--- src/rtl/cmd_stream_arbiter.sv ---
// cmd_stream_arbiter
//   Round-robin arbiter that merges NUM_REQ valid/ready command streams into
//   one registered output stream. A requester that starts a burst keeps the
//   stream until it sends a beat with last=1, so bursts are never interleaved.
//   The round-robin pointer only moves at burst end. This guarantees that
//   every requester is served within NUM_REQ bursts.
//
// Ports
//   clk      rising-edge clock
//   reset    synchronous, active-high reset
//   s_valid  per-requester valid
//   s_ready  per-requester ready (combinational, one-hot or zero)
//   s_data   flattened command words, requester i at [i*W +: W]
//   s_last   per-requester end-of-burst flag
//   m_valid  registered output valid
//   m_ready  downstream ready
//   m_data   registered command word
//   m_last   registered end-of-burst flag
//   m_id     registered index of the requester that sourced the beat
module cmd_stream_arbiter #(
  parameter  int NUM_REQ         = 4,
  parameter  int FIFO_CMD_LENGTH = 1,
  localparam int ID_W            = (NUM_REQ > 2) ? $clog2(NUM_REQ) : 1
) (
  input  logic                               clk,
  input  logic                               reset,
  input  logic [NUM_REQ-1:0]                 s_valid,
  output logic [NUM_REQ-1:0]                 s_ready,
  input  logic [NUM_REQ*FIFO_CMD_LENGTH-1:0] s_data,
  input  logic [NUM_REQ-1:0]                 s_last,
  output logic                               m_valid,
  input  logic                               m_ready,
  output logic [FIFO_CMD_LENGTH-1:0]         m_data,
  output logic                               m_last,
  output logic [ID_W-1:0]                    m_id
);

  localparam int W = FIFO_CMD_LENGTH;
  localparam logic [ID_W:0]   NUM_REQ_W = (ID_W+1)'(NUM_REQ);
  localparam logic [ID_W-1:0] LAST_IDX  = ID_W'(NUM_REQ - 1);

  typedef enum logic {IDLE, LOCK} state_t;

  state_t          state_q, state_d;
  logic [ID_W-1:0] rr_ptr_q;
  logic [ID_W-1:0] grant_q;
  logic [ID_W-1:0] sel;
  logic            sel_found;
  logic [ID_W:0]   idx;
  logic [ID_W-1:0] src;
  logic [ID_W-1:0] src_next;
  logic            ready;
  logic            xfer;

  logic [W-1:0] req_data [NUM_REQ];

  for (genvar i = 0; i < NUM_REQ; i++) begin : g_unpack
    assign req_data[i] = s_data[i*W +: W];
  end

  // The output register can take a new beat when it is empty or draining.
  assign ready = m_ready | ~m_valid;

  // Round-robin search starting at rr_ptr. The loop walks backwards so
  // that the last assignment is the candidate closest to the pointer.
  always_comb begin
    sel       = '0;
    sel_found = 1'b0;
    idx       = '0;
    for (int k = NUM_REQ - 1; k >= 0; k--) begin
      idx = {1'b0, rr_ptr_q} + (ID_W+1)'(k);
      if (idx >= NUM_REQ_W) idx = idx - NUM_REQ_W;
      if (s_valid[idx[ID_W-1:0]]) begin
        sel       = idx[ID_W-1:0];
        sel_found = 1'b1;
      end
    end
  end

  // While locked, only the burst owner sees ready, even if it is idle.
  always_comb begin
    s_ready = '0;
    if (!reset) begin
      if (state_q == LOCK)  s_ready[grant_q] = ready;
      else if (sel_found)   s_ready[sel]     = ready;
    end
  end

  assign src      = (state_q == LOCK) ? grant_q : sel;
  assign xfer     = |(s_valid & s_ready);
  assign src_next = (src == LAST_IDX) ? '0 : src + 1'b1;

  // FSM next state: a beat without last opens or keeps a lock.
  always_comb begin
    state_d = state_q;
    if (xfer) state_d = s_last[src] ? IDLE : LOCK;
  end

  always_ff @(posedge clk) begin
    if (reset) state_q <= IDLE;
    else       state_q <= state_d;
  end

  always_ff @(posedge clk) begin
    if (reset) begin
      rr_ptr_q <= '0;
      grant_q  <= '0;
      m_valid  <= 1'b0;
      m_data   <= '0;
      m_last   <= 1'b0;
      m_id     <= '0;
    end else if (ready) begin
      m_valid <= xfer;
      if (xfer) begin
        m_data <= req_data[src];
        m_last <= s_last[src];
        m_id   <= src;
        if (s_last[src]) rr_ptr_q <= src_next;
        else             grant_q  <= src;
      end
    end
  end

endmodule

--- config.mk ---
export PLATFORM = sky130hd
export DESIGN_NAME = cmd_stream_arbiter
export DESIGN_NICKNAME = d
export VERILOG_FILES = /design/src/rtl/cmd_stream_arbiter.sv
export SDC_FILE = /design/constraint.sdc
export NUM_CORES = 1
export LEC_CHECK = 0
export CORE_ASPECT_RATIO = 0.75
export CORE_MARGIN = 5
export CORE_UTILIZATION = 47
export DETAILED_ROUTE_END_ITERATION = 8
export PLACE_DENSITY = 0.76
export SETUP_SLACK_MARGIN = 0.1
export SLEW_MARGIN = 40
export SYNTH_ARGS = -nofsm -noshare
export SYNTH_HDL_FRONTEND = slang
export SYNTH_SLANG_ARGS = --single-unit
--- constraint.sdc ---
create_clock -name clk -period 2.5 [get_ports clk]
set_clock_uncertainty 0.15 [all_clocks]
set_input_delay 0.5 -clock clk [delete_from_list [all_inputs] [get_ports clk]]
set_output_delay 0.5 -clock clk [all_outputs]
set_load 0.01 [all_outputs]
# Yosys cells after proc, flatten, opt, wreduce, memory -nomap -nowiden
# Cells that the tools add are included.
# W data, S select, Z words.
[word_totals]
output_inout_bits = 9
input_bits = 15
mem_bits_ro = 0
ram_bits = 0
mem_count = 0
regBits = 10
latchBits = 0
word_cells = 78
[op_classes]
reduce_logical = 6
muxes = 35
n_bitwise = 7
n_eq_ne = 1
shifts = 0
div_mod_pow = 0
mul = 0
n_addsub = 8
order_cmp = 14
[op_table]
columns = ["cell", "n"]
rows = [
  ["$lt A2 B3 Y1 const B", 7],
  ["$mux W2", 10],
  ["$mux W1", 14],
  ["$and A4 B4 Y4", 3],
  ["$bmux W1 S2", 6],
  ["$ge A3 B3 Y1 const B", 4],
  ["$mux W4", 3],
  ["$sub A2 B1 Y2 const B", 4],
  ["$add A2 B2 Y3 const B", 2],
  ["$reduce_and A3 Y1", 2],
  ["$demux W1 S2", 2],
  ["$ge A2 B1 Y1 const B", 2],
  ["$reduce_or A4 Y1", 1],
  ["$add A2 B1 Y3 const B", 1],
  ["$ge A2 B3 Y1 const B", 1],
  ["$not A2 Y3", 1],
  ["$add A2 B1 Y2 const B", 1],
  ["$eq A2 B2 Y1 const B", 1],
  ["$logic_and A1 B1 Y1", 2],
  ["$not A1 Y1", 2],
  ["$reduce_and A2 Y1", 1],
  ["$or A1 B1 Y1", 1],
]

# Logic depth before layout (Yosys ltp)
# Gate-level depths: netlist of the first run.
[logic_depth]
ltp_word = 20
mapped_depth = 7
ltp_nobuf = 6

# Worst setup path after synthesis of the first run
# No wires, ideal clock.
[synth_timing]
path_kind = "input-to-output"
startpoint = "input port s_valid[1]"
endpoint = "output port s_ready[2]"
path_buffers = 1
required_ns = 1.850
stages = 5
setup_slack_ns = 0.271
arrival_time_ns = 1.579
cell_sequence = "buf_4 or3b_4 o221ai_4 a21oi_1 a211oi_1"
[synth_via]
elab_chain_len = 14
word_cells_on_any_way = 25
cone_classes = "2 x order compare; 21 x mux; 1 x bitwise; 1 x reduce/logical"
[synth_rtl]
columns = ["item", "line_no", "rtl"]
rows = [
  ["start, declared", "27", "input logic [NUM_REQ-1:0] s_valid,"],
  ["$bmux W1 S2", "73", "if (s_valid[idx[ID_W-1:0]]) begin"],
  ["$mux W1 (implied by the code)", "73", ""],
  ["$mux W2 (4 in a row)", "73", ""],
  ["$lt A2 B3 Y1 (implied by the code) / $ge A2 B1 Y1 (equally long branches)", "85", "else if (sel_found) s_ready[sel] = ready;"],
  ["$logic_and A1 B1 Y1 (implied by the code)", "85", ""],
  ["$mux W1 (implied by the code)", "85", ""],
  ["$demux W1 S2", "85", ""],
  ["$and A4 B4 Y4 (no line)", "n/a", ""],
  ["$mux W4 (*)", "85", ""],
  ["$mux W4 (*)", "84", "if (state_q == LOCK) s_ready[grant_q] = ready;"],
  ["$mux W4 (*)", "83", "if (!reset) begin"],
  ["end, declared", "28", "output logic [NUM_REQ-1:0] s_ready,"],
]
# Mark *: on every way between the ends. The rest lies on a longest branch, timed or not. The select of a mux whose other input is x is not followed.

# Worst setup path after layout of the first run
[layout_timing]
startpoint = "input port m_ready"
endpoint = "output port s_ready[2]"
[layout_via]
elab_chain_len = 5
word_cells_on_any_way = 6
cone_classes = "3 x mux; 3 x bitwise"
[layout_rtl]
columns = ["item", "line_no", "rtl"]
rows = [
  ["start, declared", "32", "input logic m_ready,"],
  ["$or A1 B1 Y1 (*)", "62", "assign ready = m_ready | ~m_valid;"],
  ["$and A4 B4 Y4 (no line)", "n/a", ""],
  ["$mux W4", "85", ""],
  ["$mux W4 (*)", "84", ""],
  ["$mux W4 (*)", "83", ""],
]
# Mark *: on every way between the ends. The rest lies on a longest branch, timed or not.

==> results of run 1 <==
## worst max-delay path, delay by kind of cell
family                 cells  cell delay [ns]
AND/OR/NAND/NOR            3             0.60
buffers and inverters      2             0.39
AO/OA/AOI/OAI              1             0.20
## repair_timing
item | in CTS | in global routing
gates resized for setup | 44 | 15
pin swaps | 6 | 7
hold buffers | 0 | 0
endpoints found under the hold margin | 0 | 0
endpoints found under the setup margin | 14 | 13
buffers inserted | 4 | 1
## flip-flops by register name, summed over array words and instances (netlist names)
signal    count
grant_q       2
m_last        1
m_id          2
m_valid       1
m_data        1
state_q       1
rr_ptr_q      2
## report_power, final
group          internal (mW)  switching, mW
Sequential             0.216         0.0787
Combinational          0.533          0.460
Clock                 0.0557         0.0600
Total                  0.805          0.599
## layer usage
layer,up-vias,track usage [%]
met5,-,0
met4,0,7.266
met3,12,5.682
met2,75,40.96
met1,572,27.13
li1,557,-
## placed cells by master, fill, tap and decap left out, drive strengths merged, types with 2 or more instances in the layout
cell type      synthesis  routed
mux2i                  6       6
buf                    7      47
or3                    3       3
o221ai                 2       2
nor4                   2       2
clkbuf                 2       5
o211ai                 7       7
nor2b                  3       3
nand2                 10      10
nor3b                  2       2
nand3                  2       2
a211oi                 2       2
o21a                   3       3
clkdlybuf4s50          0      14
inv                    7       7
o21ai                  5       5
dfxtp                 10      10
nor3                   6       6
nand2b                 2       2
nor4b                  2       2
a21oi                  7       7
nor2                   8       8
## layout make-up
type	count	area, µm²	share of cell area [%]
sequential	10	203.9	12.60
timing repair buffer	64	504.2	31.14
multi-input combinational	90	832.0	51.39
tap	24	30.03	1.855
inverter	7	26.28	1.623
clock buffer	3	22.52	1.391
## cell families after synthesis
group           after synthesis  share of synthesized area [%]
compound gates               40                          37.52
xor+xnor                      1                         0.8785
buf+inv                      16                          9.160
flops                        10                          20.08
mux                           7                          8.406
simple gates                 42                          23.96
## how the worst max path moves through the flow
stage                      from         end  slack, ns  cells after the start
floorplan            s_valid[1]  s_ready[2]       0.27                      5
global placement     s_valid[2]  s_ready[1]      -0.64                      7
detailed placement   s_valid[2]  s_ready[1]      -0.69                      7
CTS                  s_valid[0]  s_ready[3]       0.11                      8
global route        rr_ptr_q[1]  s_ready[3]       0.09                      6
finish                  m_ready  s_ready[2]       0.17                      6
==> results.md, run 1 <==
* Status: complete, but fails checks
* Failing checks: design-rule violations
* Syn avg cell area at 8.597 µm²
* Root Driver: clkbuf_4
* RR Endpoint: state_q
* Final Util at 80.37%
* CP max stage cell: or3_4
* Nets@finish at 191
* Reg2reg setup slack at 0.24 ns
* IO Pins at 24
* Initial antenna violation count at 0
* Largest net degree at the start of global routing at 14
* Worst EP required at 1.85 ns
* DR WL met3 at a little over 300 µm
* Share of layout cells above drive strength 1 at 51.72%
* Slew HR at 72.78%
* Ys flop type: dfxtp_1
* Placed cell count at 190
* M1 WL at 1479 µm
* YS warnings at 0
* Area grow syn2layout at 62.36%
* Most common cell in the netlist: dfxtp_1
* Critical Path AT at 1.68 ns
* Startpoint types: input port
* DRC viols at 2
* Synthesized instance count at 116
* Min Hold Slack at around 0.33 ns
* Worst-path cell chain: dlygate4sd2_1 > nand2b_4 > nand2_1 > or3_4 > a211oi_2 > buf_2
* Final worst setup slack at ~0.17 ns
* Row cnt at 14
* Max Cap Viol at 0
* Yosys cell types at 51
* Initial core utilization at 49.50%
* Longest Clk Path Bufs at 2
* Worst Hold End: m_data
* Pre-CTS setup slack at -0.6895 ns
* Worst setup EP type: primary output
* Drt wl/cell at 18.92 µm
* Vias post-DR at around 1200
* Syn Nets at 131
* Vias in the first global route at approximately 1200
* Overflow after GRT at 0
* PortBufs at 23
* RD Place Congestion at about 0.88
* Pwr dens at 866.7 mW/mm²
* First-pass GRT wire length at approximately 6000 µm
* Worst min-delay path class: reg2reg
* Die Wd at ~63 µm
* Fill cells at between 100 and 150
* Fmax at ~430 MHz
* CP peak stage delay at 0.39 ns
* Post-DP HPWL at 2560 µm
* Non-Filler Instances at 198
* Clock-pin slew on the worst setup and hold paths at approximately 0.070 ns
* Met2 WL post-DR at 1850 µm
* Clk sink count at 10
* Drt initial violations at 91
* Synth top area share at 20.08%
* Area post-placement at 0.001463 mm²
* Pre-antenna DRT Iters at 6
* Final WL at 3746 µm
* Fin. max-slew vios at 0
* VDD IR max at 622.8 µV
* Critical R2R Launch: rr_ptr_q[1]
* Slew @ Worst Pin at 0.4073 ns
* Fraction of registers with async set/reset at 0%
* Final Hold Viols at 0
* Total track usage at a little under a quarter
* Die area at ~0.0032 mm²
* Setup TNS at 0 ns
* RSZ-0062 raised after global routing: false
* Fin area at ~0.0016 mm²
* Post-Syn Area at ~1000 µm²
* Max Used Layer: met4
* Final worst-path cycle share at 93.30%
* Min cycle time layout at about 2.3 ns
* Core Area at 0.002014 mm²
* Die H at 49.89 µm
* Antenna Violating Nets Remaining at 0
* Setup CP Type: in2out
* LEAKAGE at 0.6653 nW
* Worst reg-to-reg path cell count at 8
* Worst-path maximum fanout at 2
* Synth area leader: dfxtp_1
* TritonCTS Buffers at 3
* Clock latency on the worst-skew pair at 0.27 ns
* TritonCTS clock tree: done
* Register area share after synthesis at roughly a fifth
* H-tree Lvls at 1
* DR vias/cell at 6.141
* Yosys reg bits at 10
* Inserted Diodes at 0
* Top cells by count, synth: dfxtp_1 (10), nand2_1 (9), nor2_1 (8)
* Final Setup Violations at 0
* Hold path start: m_data
* Number of enable flip-flop cells after synthesis at 0
* Pwr Total at 1.403 mW
* Synth area leaders: dfxtp_1 (20%), mux2i_1 (5.0%), o211ai_2 (3.8%)
* Hold depth at 2
Power figures use the tool's default switching activity.
==> run 2, diff against run 1 <==
SKIP_CTS_REPAIR_TIMING = 1   (was not set)
==> results.md, run 2 (synthesis results as in run 1) <==
* Status: finished clean (was complete, but fails checks)
* Hold path start: m_data (unchanged)
* Worst setup EP type: primary output (unchanged)
* Worst-path maximum fanout at 6 (was 2)
* Clock latency on the worst-skew pair at 0.27 ns (about the same)
* Drt initial violations at 23 (was 91)
* Setup CP Type: in2out (unchanged)
* Pwr dens at 854.1 mW/mm² (was 866.7 mW/mm²)
* Antenna Violating Nets Remaining at 0 (unchanged)
* Worst-path cell chain: clkbuf_2 > inv_2 > a311oi_2 > buf_4 > or3_4 > a211oi_2 > buf_2 (was dlygate4sd2_1 > nand2b_4 > nand2_1 > or3_4 > a211oi_2 > buf_2)
* Vias in the first global route at 1185 (was 1235)
* Initial antenna violation count at 0 (unchanged)
* Post-DP HPWL at 2560 µm (unchanged)
* VDD IR max at 582.8 µV (was 622.8 µV)
* H-tree Lvls at 1 (unchanged)
* TritonCTS Buffers at 3 (unchanged)
* Commonest non-fill, non-tap cell in the layout: buf_4 (unchanged)
* Longest Clk Path Bufs at 2 (unchanged)
* Share of layout cells above drive strength 1 at 48.54% (was 51.72%)
* DRC viols at 0 (was 2)
* DR vias/cell at 6.000 (was 6.141)
* Biggest regs: grant_q (2), m_id (2), rr_ptr_q (2) (unchanged)
* Die Wd at 63.19 µm (unchanged)
* Vias post-DR at 1170 (was 1216)
* Final worst-path cycle share at 95.30% (was 93.30%)
* CP peak stage delay at 0.37 ns (was 0.39 ns)
* Final WL at 3393 µm (was 3746 µm)
* Row cnt at 14 (unchanged)
* RR Endpoint: rr_ptr_q[1] (was state_q)
* Met2 WL post-DR at 1620 µm (was 1850 µm)
* RSZ-0062 raised after global routing: true (was false)
* Most frequent cells in the layout: buf_4 (38), clkdlybuf4s50_1 (14), dfxtp_1 (9) (was buf_4 (39), clkdlybuf4s50_1 (14), nand2_1 (9), dfxtp_1 (9), nor2_1 (8))
* Overflow after GRT at 0 (unchanged)
* Area grow syn2layout at 57.84% (was 62.36%)
* Total track usage at 21.25% (was 23.06%)
* TritonCTS clock tree: done (unchanged)
* Min cycle time layout at 2.383 ns (was 2.332 ns)
* Fill cells at 123 (was 115)
* Worst min-delay path class: reg2reg (unchanged)
* Hold depth at 2 (unchanged)
* DR WL met3 at 196 µm (was 308 µm)
* Largest net degree at the start of global routing at 14 (unchanged)
* Worst reg-to-reg path cell count at 7 (was 8)
* Final Hold Viols at 0 (unchanged)
* Worst EP required at 1.85 ns (about the same)
* Nets@finish at 188 (was 191)
* Max Used Layer: met4 (unchanged)
* Pre-antenna DRT Iters at 4 (was 6)
* End of the critical path: s_ready[2] (unchanged)
* Final worst setup slack at 0.1175 ns (was 0.1676 ns)
* Fin. max-slew vios at 0 (unchanged)
* Die area at 0.003152 mm² (unchanged)
* Area post-placement at 0.001463 mm² (unchanged)
* Clk sink count at 10 (unchanged)
* Fin area at 0.001574 mm² (was 0.001619 mm²)
* Core Area at 0.002014 mm² (unchanged)
* Slew HR at 72.19% (was 72.78%)
* RD Place Congestion at 0.8764 (unchanged)
* Startpoint types: input port (unchanged)
* Inserted Diodes at 0 (unchanged)
* Slew @ Worst Pin at 0.4161 ns (was 0.4073 ns)
* Clock-pin slew on the worst setup and hold paths at 0.07 ns (about the same)
* Initial core utilization at 49.50% (unchanged)
* First-pass GRT wire length at 5388 µm (was 5851 µm)
* IO Pins at 24 (unchanged)
* Drt wl/cell at 17.40 µm (was 18.92 µm)
* Critical Path AT at 1.73 ns (was 1.68 ns)
* LEAKAGE at 0.6985 nW (was 0.6653 nW)
* M1 WL at 1484 µm (was 1479 µm)
* Critical Path Source: s_valid[1] (was m_ready)
* Root Driver: clkbuf_4 (unchanged)
* PortBufs at 23 (unchanged)
* Pre-CTS setup slack at -0.6895 ns (unchanged)
* Final Setup Violations at 0 (unchanged)
* CP max stage cell: or3_4 (unchanged)
* Fmax at 419.7 MHz (was 428.7 MHz)
* Reg2reg setup slack at 0.22 ns (was 0.24 ns)
* Critical R2R Launch: rr_ptr_q[1] (unchanged)
* Max Cap Viol at 0 (unchanged)
* Pwr Total at 1.344 mW (was 1.403 mW)
* Die H at 49.89 µm (unchanged)
## run 2: where the power goes
part	total, mW	internal, mW	switching (mW)
Combinational	0.936	0.511	0.425
Clock	0.117	0.0559	0.0611
Sequential	0.291	0.216	0.0752
## run 2: worst max-delay path: cells and delay by family
family | cells | cell delay, ns
compound gates | 2 | 0.30
simple gates | 1 | 0.37
buf+inv | 4 | 0.57
## run 2: area by class of cell
type | instances | area (µm²) | area share (%)
tap | 24 | 30.03 | 1.908
timing repair buffer | 61 | 508.0 | 32.27
inverter | 7 | 26.28 | 1.669
multi-input combinational | 90 | 783.3 | 49.76
clock buffer | 3 | 22.52 | 1.431
sequential | 10 | 203.9 | 12.96
## run 2: worst min-delay path by stage
stage                   to  slack, ns
CTS                 m_data       0.33
global route        m_data       0.35
finish              m_data       0.33
detailed placement  m_data       0.32
floorplan           m_data       0.34
global placement    m_data       0.32
## run 2: per-layer routing
metal	track usage, %	up-vias
met4	8.651	0
met2	35.67	44
met3	6.136	11
met1	25.34	566
met5	0	-
li1	-	549
## run 2: stage by stage
| step | cells | hold slack, ns | setup TNS (ns) | util (%) |
|---|---|---|---|---|
| 6_report | 195 | 0.3325 | 0 | 78.14 |
| 3_3_place_gp | 190 | 0.3162 | -4.934 | 72.61 |
| 2_1_floorplan | 116 | 0.3381 | 0 | - |
| 3_5_place_dp | 190 | 0.3164 | -6.527 | 72.61 |
| 4_1_cts | 193 | 0.3260 | -3.785 | 73.73 |
| 5_1_grt | 195 | 0.3485 | 0 | 78.14 |
